===== config.mk =====
export PLATFORM = sky130hd
export DESIGN_NAME = matmul_mem_sequencer_flat
export DESIGN_NICKNAME = d
export VERILOG_FILES = /design/src/rtl/matmul_mem_sequencer_pkg.sv /design/src/rtl/matmul_mem_sequencer_if.sv /design/src/rtl/matmul_mem_sequencer_mac.sv /design/src/rtl/matmul_mem_sequencer.sv /design/src/flat_wrapper.sv
export SDC_FILE = /design/constraint.sdc
export NUM_CORES = 2
export LEC_CHECK = 0
export ABC_AREA = 1
export CORE_ASPECT_RATIO = 0.9
export CORE_MARGIN = 3
export CORE_UTILIZATION = 45
export DETAILED_ROUTE_END_ITERATION = 16
export PLACE_DENSITY_LB_ADDON = 0.15
export SYNTH_ARGS = -nofsm -noshare
export SYNTH_HDL_FRONTEND = slang
export SYNTH_HIERARCHICAL = 1
export SYNTH_SLANG_ARGS = --single-unit

===== constraint.sdc =====
create_clock -name clk -period 5.9 [get_ports clk]
set_clock_uncertainty 0.2 [all_clocks]
set_input_delay 0.885 -clock clk [delete_from_list [all_inputs] [get_ports clk]]
set_output_delay 0.885 -clock clk [all_outputs]
set_load 0.01 [all_outputs]

===== src/rtl/matmul_mem_sequencer_pkg.sv =====
// Shared types and helpers for the matrix multiply sequencer and the matrix memory block.
package matmul_pkg;

    typedef enum logic [1:0] {
        IDLE  = 2'd0,
        MAC   = 2'd1,
        WRITE = 2'd2,
        DONE  = 2'd3
    } state_t;

    // Width of a C element: the full product plus enough headroom for K accumulations.
    function automatic int result_width(input int dw, input int k);
        return 2 * dw + $clog2(k);
    endfunction

endpackage


===== src/rtl/matmul_mem_sequencer_if.sv =====
// Matrix memory bus: A/B read ports with combinational read data, C write port.
interface matmul_mem_if #(
    parameter int M  = 4,
    parameter int K  = 4,
    parameter int N  = 4,
    parameter int DW = 32,
    localparam int RW = matmul_pkg::result_width(DW, K)
);
    logic [$clog2(M)-1:0] row_addr_a;
    logic [$clog2(K)-1:0] col_addr_a;
    logic [$clog2(K)-1:0] row_addr_b;
    logic [$clog2(N)-1:0] col_addr_b;
    logic [$clog2(M)-1:0] row_addr_c;
    logic [$clog2(N)-1:0] col_addr_c;
    logic                 matrix_a_re;
    logic                 matrix_b_re;
    logic                 matrix_c_we;
    logic [DW-1:0]        data_a_rd;
    logic [DW-1:0]        data_b_rd;
    logic [RW-1:0]        data_c_wr;

    modport master (
        output row_addr_a, col_addr_a, row_addr_b, col_addr_b, row_addr_c, col_addr_c,
        output matrix_a_re, matrix_b_re, matrix_c_we, data_c_wr,
        input  data_a_rd, data_b_rd
    );

    modport slave (
        input  row_addr_a, col_addr_a, row_addr_b, col_addr_b, row_addr_c, col_addr_c,
        input  matrix_a_re, matrix_b_re, matrix_c_we, data_c_wr,
        output data_a_rd, data_b_rd
    );
endinterface


===== src/rtl/matmul_mem_sequencer_mac.sv =====
// Unsigned multiply-accumulate at full result width; clr has priority over en.
module mac_accumulator #(
    parameter int DW = 32,
    parameter int RW = 66
) (
    input  logic          clk,
    input  logic          resetn,
    input  logic          clr,
    input  logic          en,
    input  logic [DW-1:0] a,
    input  logic [DW-1:0] b,
    output logic [RW-1:0] acc
);
    // Accumulator register: widen both operands first so no product bits are lost.
    always_ff @(posedge clk or negedge resetn) begin
        if (!resetn)
            acc <= '0;
        else if (clr)
            acc <= '0;
        else if (en)
            acc <= acc + (RW'(a) * RW'(b));
    end
endmodule


===== src/rtl/matmul_mem_sequencer.sv =====
// Sequencer computing C = A*B over the matrix memory bus, one MAC per cycle, C row-major.
//
// state | meaning
// IDLE  | waiting for start; all bus outputs 0
// MAC   | reading A(i,k), B(k,j) and accumulating; k steps each cycle
// WRITE | writing acc to C(i,j); advances j, wrapping into i
// DONE  | one-cycle completion pulse, aborted qualifies it
module matmul_mem_sequencer
    import matmul_pkg::*;
#(
    parameter int M  = 4,
    parameter int K  = 4,
    parameter int N  = 4,
    parameter int DW = 32,
    localparam int RW = result_width(DW, K)
) (
    input  logic          clk,
    input  logic          resetn,
    input  logic          start,
    input  logic          stop,
    output logic          busy,
    output logic          done,
    output logic          aborted,
    matmul_mem_if.master  mem
);
    localparam int IW = $clog2(M);
    localparam int KW = $clog2(K);
    localparam int JW = $clog2(N);
    localparam logic [IW-1:0] I_LAST = IW'(M - 1);
    localparam logic [KW-1:0] K_LAST = KW'(K - 1);
    localparam logic [JW-1:0] J_LAST = JW'(N - 1);

    state_t         state, state_nxt;
    logic [IW-1:0]  i_cnt;
    logic [KW-1:0]  k_cnt;
    logic [JW-1:0]  j_cnt;
    logic [RW-1:0]  acc;
    logic           acc_clr, acc_en;
    logic           cnt_clr, k_step, ij_step;
    logic           abort_set, abort_clr;

    mac_accumulator #(.DW(DW), .RW(RW)) u_mac (
        .clk    (clk),
        .resetn (resetn),
        .clr    (acc_clr),
        .en     (acc_en),
        .a      (mem.data_a_rd),
        .b      (mem.data_b_rd),
        .acc    (acc)
    );

    // State register.
    always_ff @(posedge clk or negedge resetn) begin
        if (!resetn)
            state <= IDLE;
        else
            state <= state_nxt;
    end

    // Next-state and datapath controls; stop always wins while busy.
    always_comb begin
        state_nxt = state;
        acc_clr   = 1'b0;
        acc_en    = 1'b0;
        cnt_clr   = 1'b0;
        k_step    = 1'b0;
        ij_step   = 1'b0;
        abort_set = 1'b0;
        abort_clr = 1'b0;
        case (state)
            IDLE: begin
                if (start && !stop) begin
                    state_nxt = MAC;
                    acc_clr   = 1'b1;
                    cnt_clr   = 1'b1;
                    abort_clr = 1'b1;
                end
            end
            MAC: begin
                if (stop) begin
                    state_nxt = DONE;
                    acc_clr   = 1'b1;
                    cnt_clr   = 1'b1;
                    abort_set = 1'b1;
                end else begin
                    acc_en = 1'b1;
                    k_step = 1'b1;
                    if (k_cnt == K_LAST)
                        state_nxt = WRITE;
                end
            end
            WRITE: begin
                acc_clr = 1'b1;
                if (stop) begin
                    state_nxt = DONE;
                    cnt_clr   = 1'b1;
                    abort_set = 1'b1;
                end else if (i_cnt == I_LAST && j_cnt == J_LAST) begin
                    state_nxt = DONE;
                    cnt_clr   = 1'b1;
                end else begin
                    state_nxt = MAC;
                    ij_step   = 1'b1;
                end
            end
            DONE: state_nxt = IDLE;
            default: state_nxt = IDLE;
        endcase
    end

    // Loop counters: k innermost, then j, then i.
    always_ff @(posedge clk or negedge resetn) begin
        if (!resetn) begin
            i_cnt <= '0;
            j_cnt <= '0;
            k_cnt <= '0;
        end else if (cnt_clr) begin
            i_cnt <= '0;
            j_cnt <= '0;
            k_cnt <= '0;
        end else if (k_step) begin
            k_cnt <= (k_cnt == K_LAST) ? '0 : k_cnt + 1'b1;
        end else if (ij_step) begin
            k_cnt <= '0;
            if (j_cnt == J_LAST) begin
                j_cnt <= '0;
                i_cnt <= i_cnt + 1'b1;
            end else begin
                j_cnt <= j_cnt + 1'b1;
            end
        end
    end

    // Abort flag: set by stop while busy, held until the next accepted start.
    always_ff @(posedge clk or negedge resetn) begin
        if (!resetn)
            aborted <= 1'b0;
        else if (abort_clr)
            aborted <= 1'b0;
        else if (abort_set)
            aborted <= 1'b1;
    end

    assign busy            = (state == MAC) || (state == WRITE);
    assign done            = (state == DONE);
    assign mem.matrix_a_re = (state == MAC);
    assign mem.matrix_b_re = (state == MAC);
    // stop suppresses the write in the cycle it aborts.
    assign mem.matrix_c_we = (state == WRITE) && !stop;
    assign mem.data_c_wr   = (state == WRITE) ? acc : '0;
    assign mem.row_addr_a  = busy ? i_cnt : '0;
    assign mem.col_addr_a  = busy ? k_cnt : '0;
    assign mem.row_addr_b  = busy ? k_cnt : '0;
    assign mem.col_addr_b  = busy ? j_cnt : '0;
    assign mem.row_addr_c  = busy ? i_cnt : '0;
    assign mem.col_addr_c  = busy ? j_cnt : '0;
endmodule

===== src/flat_wrapper.sv =====
// flat-port wrapper written by rule: the top's interface ports become plain ports
module matmul_mem_sequencer_flat import matmul_pkg::*;
#(
    parameter int M  = 4,
    parameter int K  = 4,
    parameter int N  = 4,
    parameter int DW = 32,
    localparam int RW = result_width(DW, K)
)
  (clk, resetn, start, stop, busy, done, aborted, mem_row_addr_a, mem_col_addr_a, mem_row_addr_b, mem_col_addr_b, mem_row_addr_c, mem_col_addr_c, mem_matrix_a_re, mem_matrix_b_re, mem_matrix_c_we, mem_data_c_wr, mem_data_a_rd, mem_data_b_rd);
  matmul_mem_if #(.M(M), .K(K), .N(N), .DW(DW)) mem_i ();
  input  logic clk;
  input  logic resetn;
  input  logic start;
  input  logic stop;
  output logic busy;
  output logic done;
  output logic aborted;
  output wire logic [$bits(mem_i.row_addr_a)-1:0] mem_row_addr_a;
  output wire logic [$bits(mem_i.col_addr_a)-1:0] mem_col_addr_a;
  output wire logic [$bits(mem_i.row_addr_b)-1:0] mem_row_addr_b;
  output wire logic [$bits(mem_i.col_addr_b)-1:0] mem_col_addr_b;
  output wire logic [$bits(mem_i.row_addr_c)-1:0] mem_row_addr_c;
  output wire logic [$bits(mem_i.col_addr_c)-1:0] mem_col_addr_c;
  output wire logic [$bits(mem_i.matrix_a_re)-1:0] mem_matrix_a_re;
  output wire logic [$bits(mem_i.matrix_b_re)-1:0] mem_matrix_b_re;
  output wire logic [$bits(mem_i.matrix_c_we)-1:0] mem_matrix_c_we;
  output wire logic [$bits(mem_i.data_c_wr)-1:0] mem_data_c_wr;
  input wire logic [$bits(mem_i.data_a_rd)-1:0] mem_data_a_rd;
  input wire logic [$bits(mem_i.data_b_rd)-1:0] mem_data_b_rd;
  assign mem_row_addr_a = mem_i.row_addr_a;
  assign mem_col_addr_a = mem_i.col_addr_a;
  assign mem_row_addr_b = mem_i.row_addr_b;
  assign mem_col_addr_b = mem_i.col_addr_b;
  assign mem_row_addr_c = mem_i.row_addr_c;
  assign mem_col_addr_c = mem_i.col_addr_c;
  assign mem_matrix_a_re = mem_i.matrix_a_re;
  assign mem_matrix_b_re = mem_i.matrix_b_re;
  assign mem_matrix_c_we = mem_i.matrix_c_we;
  assign mem_data_c_wr = mem_i.data_c_wr;
  assign mem_i.data_a_rd = mem_data_a_rd;
  assign mem_i.data_b_rd = mem_data_b_rd;
  matmul_mem_sequencer #(.M(M), .K(K), .N(N), .DW(DW)) u_core (.clk(clk), .resetn(resetn), .start(start), .stop(stop), .busy(busy), .done(done), .aborted(aborted), .mem(mem_i));
endmodule

# == After elaboration in Yosys (flattened, before gate mapping) ==
# Cells that the tools add are included.
# Widths: inputs -> output; s select.
# totals
inputBits,68
output_inout_bits,84
reg_bits,75
wordCells,74
# op_classes
reduce_logical,15
mux,39
n_mul,1
eq_ne,9
add_sub_neg,4
# ops
operator,count
$mux 66,3
$add 66x64->66,1
$mul 32x32->64,1
$mux 2,20
$mux 1,13
$eq 2x2->1 const B,5
$pmux 2 s4,1
$reduce_bool 2->1,4
$add 2x1->2 const B,3
$pmux 1 s3,2
$reduce_and 2->1,2
$logic_and 1x1->1,3
$ne 3x2->1 const B,1
$reduce_and 3->1,1
$reduce_bool 3->1,1
$eq 2x1->1 const B,1
$logic_not 2->1,1
$ne 2x1->1 const B,1
$ne 2x2->1 const B,1
$reduce_or 2->1,1
$logic_not 1->1,1
$logic_or 1x1->1,1

# == Logic depth before layout (Yosys ltp) ==
# depth
depth_word,8
mapped_depth,33
depth_no_buf,32

# == Modules after synthesis ==
# Netlist, hierarchy kept.
# modules_own_cells
mod,area_per_inst_um2,cells_each,n_inst,seq_area_each_um2
mac_accumulator,40052.2,5381,1,1651.6
matmul_mem_sequencer,1287.5,238,1,225.2

# == Least setup slack after synthesis ==
# OpenSTA, ideal clock, no wires.
# synth_path
path_kind,in2reg
startpoint,input port mem_data_b_rd[0]
endpoint,register u_core.u_mac.acc[28]
n_path_buf,1
required_ps,5570
stages,29
arrival_ps,6689
path_slack_ps,-1119
setup_ps,130
path_cell_list,clkbuf_1 > nand2_1 > fa_1 > fa_1 > inv_1 > fa_1 > inv_1 > fa_1 > inv_1 > fa_1 > inv_1 > fa_1 > inv_1 > fa_1 > inv_1 > fa_1 > inv_1 > ha_1 > nand2_1 > inv_1 > nand2_1 > nand2_1 > inv_1 > nand2_1 > a21oi_1 > nand2_1 > or2_1 > nand3_1 > o21ai_1
# synth_via
elab_chain_cells,4
# synth_rtl
element,line,text
"start, declared",flat_wrapper.sv:30,input wire logic [$bits(mem_i.data_b_rd)-1:0] mem_data_b_rd;
$mul 32x32->64,matmul_mem_sequencer_mac.sv:21,acc <= acc + (RW'(a) * RW'(b));
$add 66x64->66,matmul_mem_sequencer_mac.sv:21,
$mux 66,matmul_mem_sequencer_mac.sv:20,else if (en)
$mux 66,matmul_mem_sequencer_mac.sv:18,else if (clr)
"end signal, assigned",matmul_mem_sequencer_mac.sv:21,
"end, declared",matmul_mem_sequencer_mac.sv:12,output logic [RW-1:0] acc
# Every way passes these cells. The select of a mux whose other input is x is not followed.
# A chain may end at the register's enable or synchronous reset.

# == Worst setup path in the final report ==
# layout_path
startpoint,input port mem_data_b_rd[10]
endpoint,register u_core.u_mac.acc[55]
# The elaborated chain is that of the path after synthesis.

==> results by group <==
Floorplan
  – Row count: 104
  – Die height: 293.5 µm
  – Die area: 0.09554 mm²
  – Die Wd: 325.5 µm
  – # IOs: 152
  – Core area: 0.09031 mm²
  – Starting Density: 0.4578

Route
  – Pre-Repair DR Iteration Count: 5
  – Number of routed nets with antenna violations: 0
  – Initial DRC count: 2535
  – WL/cell: 19.03 µm
  – Total number of vias: 35967
  – Vias per cell: 4.827
  – Post-Route WL: 141.8 mm
  – Residual DRC count: 0

GRT
  – First-pass GRT wire length: 221.4 mm
  – Grt total ovfl: 0
  – Initial antenna violation count: 1
  – Largest net degree at the start of global routing: 62
  – Vias in the first global route: 37663
  – Total track usage: 0.3022

Yosys
  – Yosys reg bits: 75
  – Post-synth top area share: 0.4659
  – Synth warnings: 6
  – Share of flip-flops with an asynchronous set or reset: 1.000
  – Largest area contributor in the netlist: fa_1
  – Post-synthesis mux area share: 0
  – Synth unique cells: 40
  – Top_reg_cell synth: dfrtp_1
  – Simple-gate area share of the yosys netlist: 0.1929
  – Synthesized area per cell: 7.357 µm²
  – Post-synthesis sequential area ratio: 0.04540
  – Syn nets: 6910
  – Synth Area in Compound Gates: 0.01898
  – Largest family of logic cells by synthesized area: adder cells
  – Top post-synthesis cells by area: fa_1 47%, inv_1 17%, nand2_1 16%, ha_1 7.9%, dfrtp_1 4.5%
  – Post-synthesis adder-cell area fraction: 0.5449
  – Post-Syn Instances: 5619
  – Synth Cell Area: 0.04134 mm²
  – Post-Synth XOR/XNOR Area: 0.0008475
  – Post-synth EDFFs: 0

Worst setup path
  – Crit. End Element: flop
  – WS Path Type: primary input to flop
  – Slowest cell on the critical path: fa_1
  – CP Max Fanout: 6
  – Reg2reg setup slack: -830 ps
  – CP arrival: 7230 ps
  – Top cell by count, worst path: fa_1
  – Worst Path Required: 5970 ps
  – Critical Path Max Stage Delay: 570 ps
  – Critical path startpoint category: primary input

Clocking
  – Clock Tree Buf Depth: 2
  – CTS root buf: clkbuf_16
  – Clock-pin slew of the registers on the worst-case setup and hold paths: 70 ps
  – Clock Sinks: 75
  – Hold Buf Count CTS: 0
  – H-tree lvl count: 3
  – CTS Buf Count: 9
  – Clk_lat worst skew: 370 ps
  – CTS tree: done

Hold path
  – Worst min path class: primary input to async pin

Cells and area
  – Commonest non-fill, non-tap cell in the layout: inv_1
  – Layout Cells excl Fill: 7451
  – Nets: 7519
  – Layout cell share with drive strength beyond 1: 0.2616
  – Area grow syn2layout: 32.06%
  – Fin util: 0.6045
  – Commonest cells after routing, fill and taps aside: 1701 x inv_1, 1438 x nand2_1, 879 x fa_1
  – Antenna diodes: 0

Run status
  – Failing checks: negative setup slack
  – Outcome: complete, but fails checks

Timing
  – Final hold vios: 0
  – Slew Limit Fails: 0
  – Rel. slew slack: 0.3777
  – Worst Tran Pin Value: 933.4 ps
  – Final WS setup: -1266 ps
  – Period utilisation layout: 1.215
  – Final setup viols: 57
  – Fmax: 139.5 MHz
  – Final min period: 7166 ps
  – Unrepaired setup endpoints after global routing: true

Run
  – Max Cap Viol: 0

Placed design
  – Placer Congestion: 0.9386
  – Port bufs: 151
  – Inst Count DP: 7191
  – Post-DP HPWL: 109.3 mm
[critical path, delay by kind of cell]
kind	cells	cell delay [ps]
adders and majority gates	9	4470
buffers and inverters	11	730
and+or+nand+nor	11	1120
[synthesized netlist by cell type, types with 2 or more instances]
cell / instances
ha_1: 261
nand4_1: 10
o21bai_1: 2
xor2_1: 3
nor3_1: 4
and2_1: 3
clkinv_1: 7
o21ai_0: 36
or2_1: 3
a21oi_1: 62
nand3_2: 7
nand2_2: 25
nor2_2: 26
o21ai_1: 18
buf_4: 8
nor2_1: 93
nor3_2: 8
dfrtp_1: 75
clkbuf_1: 206
a21boi_0: 4
inv_1: 1873
fa_1: 962
nand3_1: 76
inv_2: 60
buf_2: 5
nand2_1: 1755
a22o_1: 2
o22ai_1: 13
[cell type report]
class	instances	area, µm²
timing repair buffer	817	9200
clock inverter	5	55.05
inverter	1941	7317
clock buffer	10	229.0
multi-input combinational	3384	34390
sequential	75	1877
tap	1219	1525
fill	8199	35710
[final timing paths]
path                                 startpoint                    to  depth (start not counted)
hold / removal                           resetn  u_core/u_mac/acc[64]                          1
hold reg to reg            u_core/u_mac/acc[62]  u_core/u_mac/acc[62]                          2
max in group asynchronous                resetn  u_core/u_mac/acc[17]                          2
min in group clk           u_core/u_mac/acc[62]  u_core/u_mac/acc[62]                          2
setup reg to reg           u_core/u_mac/acc[24]  u_core/u_mac/acc[61]                         28
setup / recovery              mem_data_b_rd[10]  u_core/u_mac/acc[55]                         31
[sequential cells by signal (all words and copies together), names as in the netlist]
| signal | cells |
|---|---|
| u_core/aborted | 1 |
| u_core/i_cnt | 2 |
| u_core/j_cnt | 2 |
| u_core/k_cnt | 2 |
| u_core/state | 2 |
| u_core/u_mac/acc | 66 |
[per-stage QoR]
step                      instance area, µm²  setup TNS [ps]  worst slack (ps)  hold WS, ps
after floorplan                        43040          -34980            -833.1        266.0
after global placement                 48670         -108710             -2225        317.7
after detailed placement               48670         -108810             -2230        326.4
after CTS                              52950          -61720             -1265        184.8
after global routing                   54590          -71550             -1422        188.1
final                                  54590          -60940             -1266        198.9
[metal layers]
| layer | track usage | vias to the layer above | wire [µm] |
|---|---|---|---|
| li1 | - | 16565 | - |
| met1 | 0.4315 | 17958 | 61810 |
| met2 | 0.4904 | 1214 | 65110 |
| met3 | 0.03130 | 230 | 9147 |
| met4 | 0.09010 | 0 | 5756 |
| met5 | 0 | - | 0 |
[timing repair]
item,4_1_cts,5_1_grt
buffers inserted,163,55
gates cloned,39,6
setup endpoints to repair,58,58
gates resized for setup,814,451
pin swaps,300,368
[cell families (layout without fill, tap and decap cells)]
| kind of cell | count (synthesis) | count (layout) |
|---|---|---|
| buffers and inverters | 2160 | 2773 |
| AOI/OAI and AO/OA | 143 | 143 |
| adders and majority gates | 1223 | 1223 |
| and+or+nand+nor | 2014 | 2014 |
| DFF | 75 | 75 |
| xor gates and xnor gates | 4 | 4 |
Power is left out: the tool's default activity adds up to more than one toggle a clock period on the data nets, which glitch-free logic cannot reach.
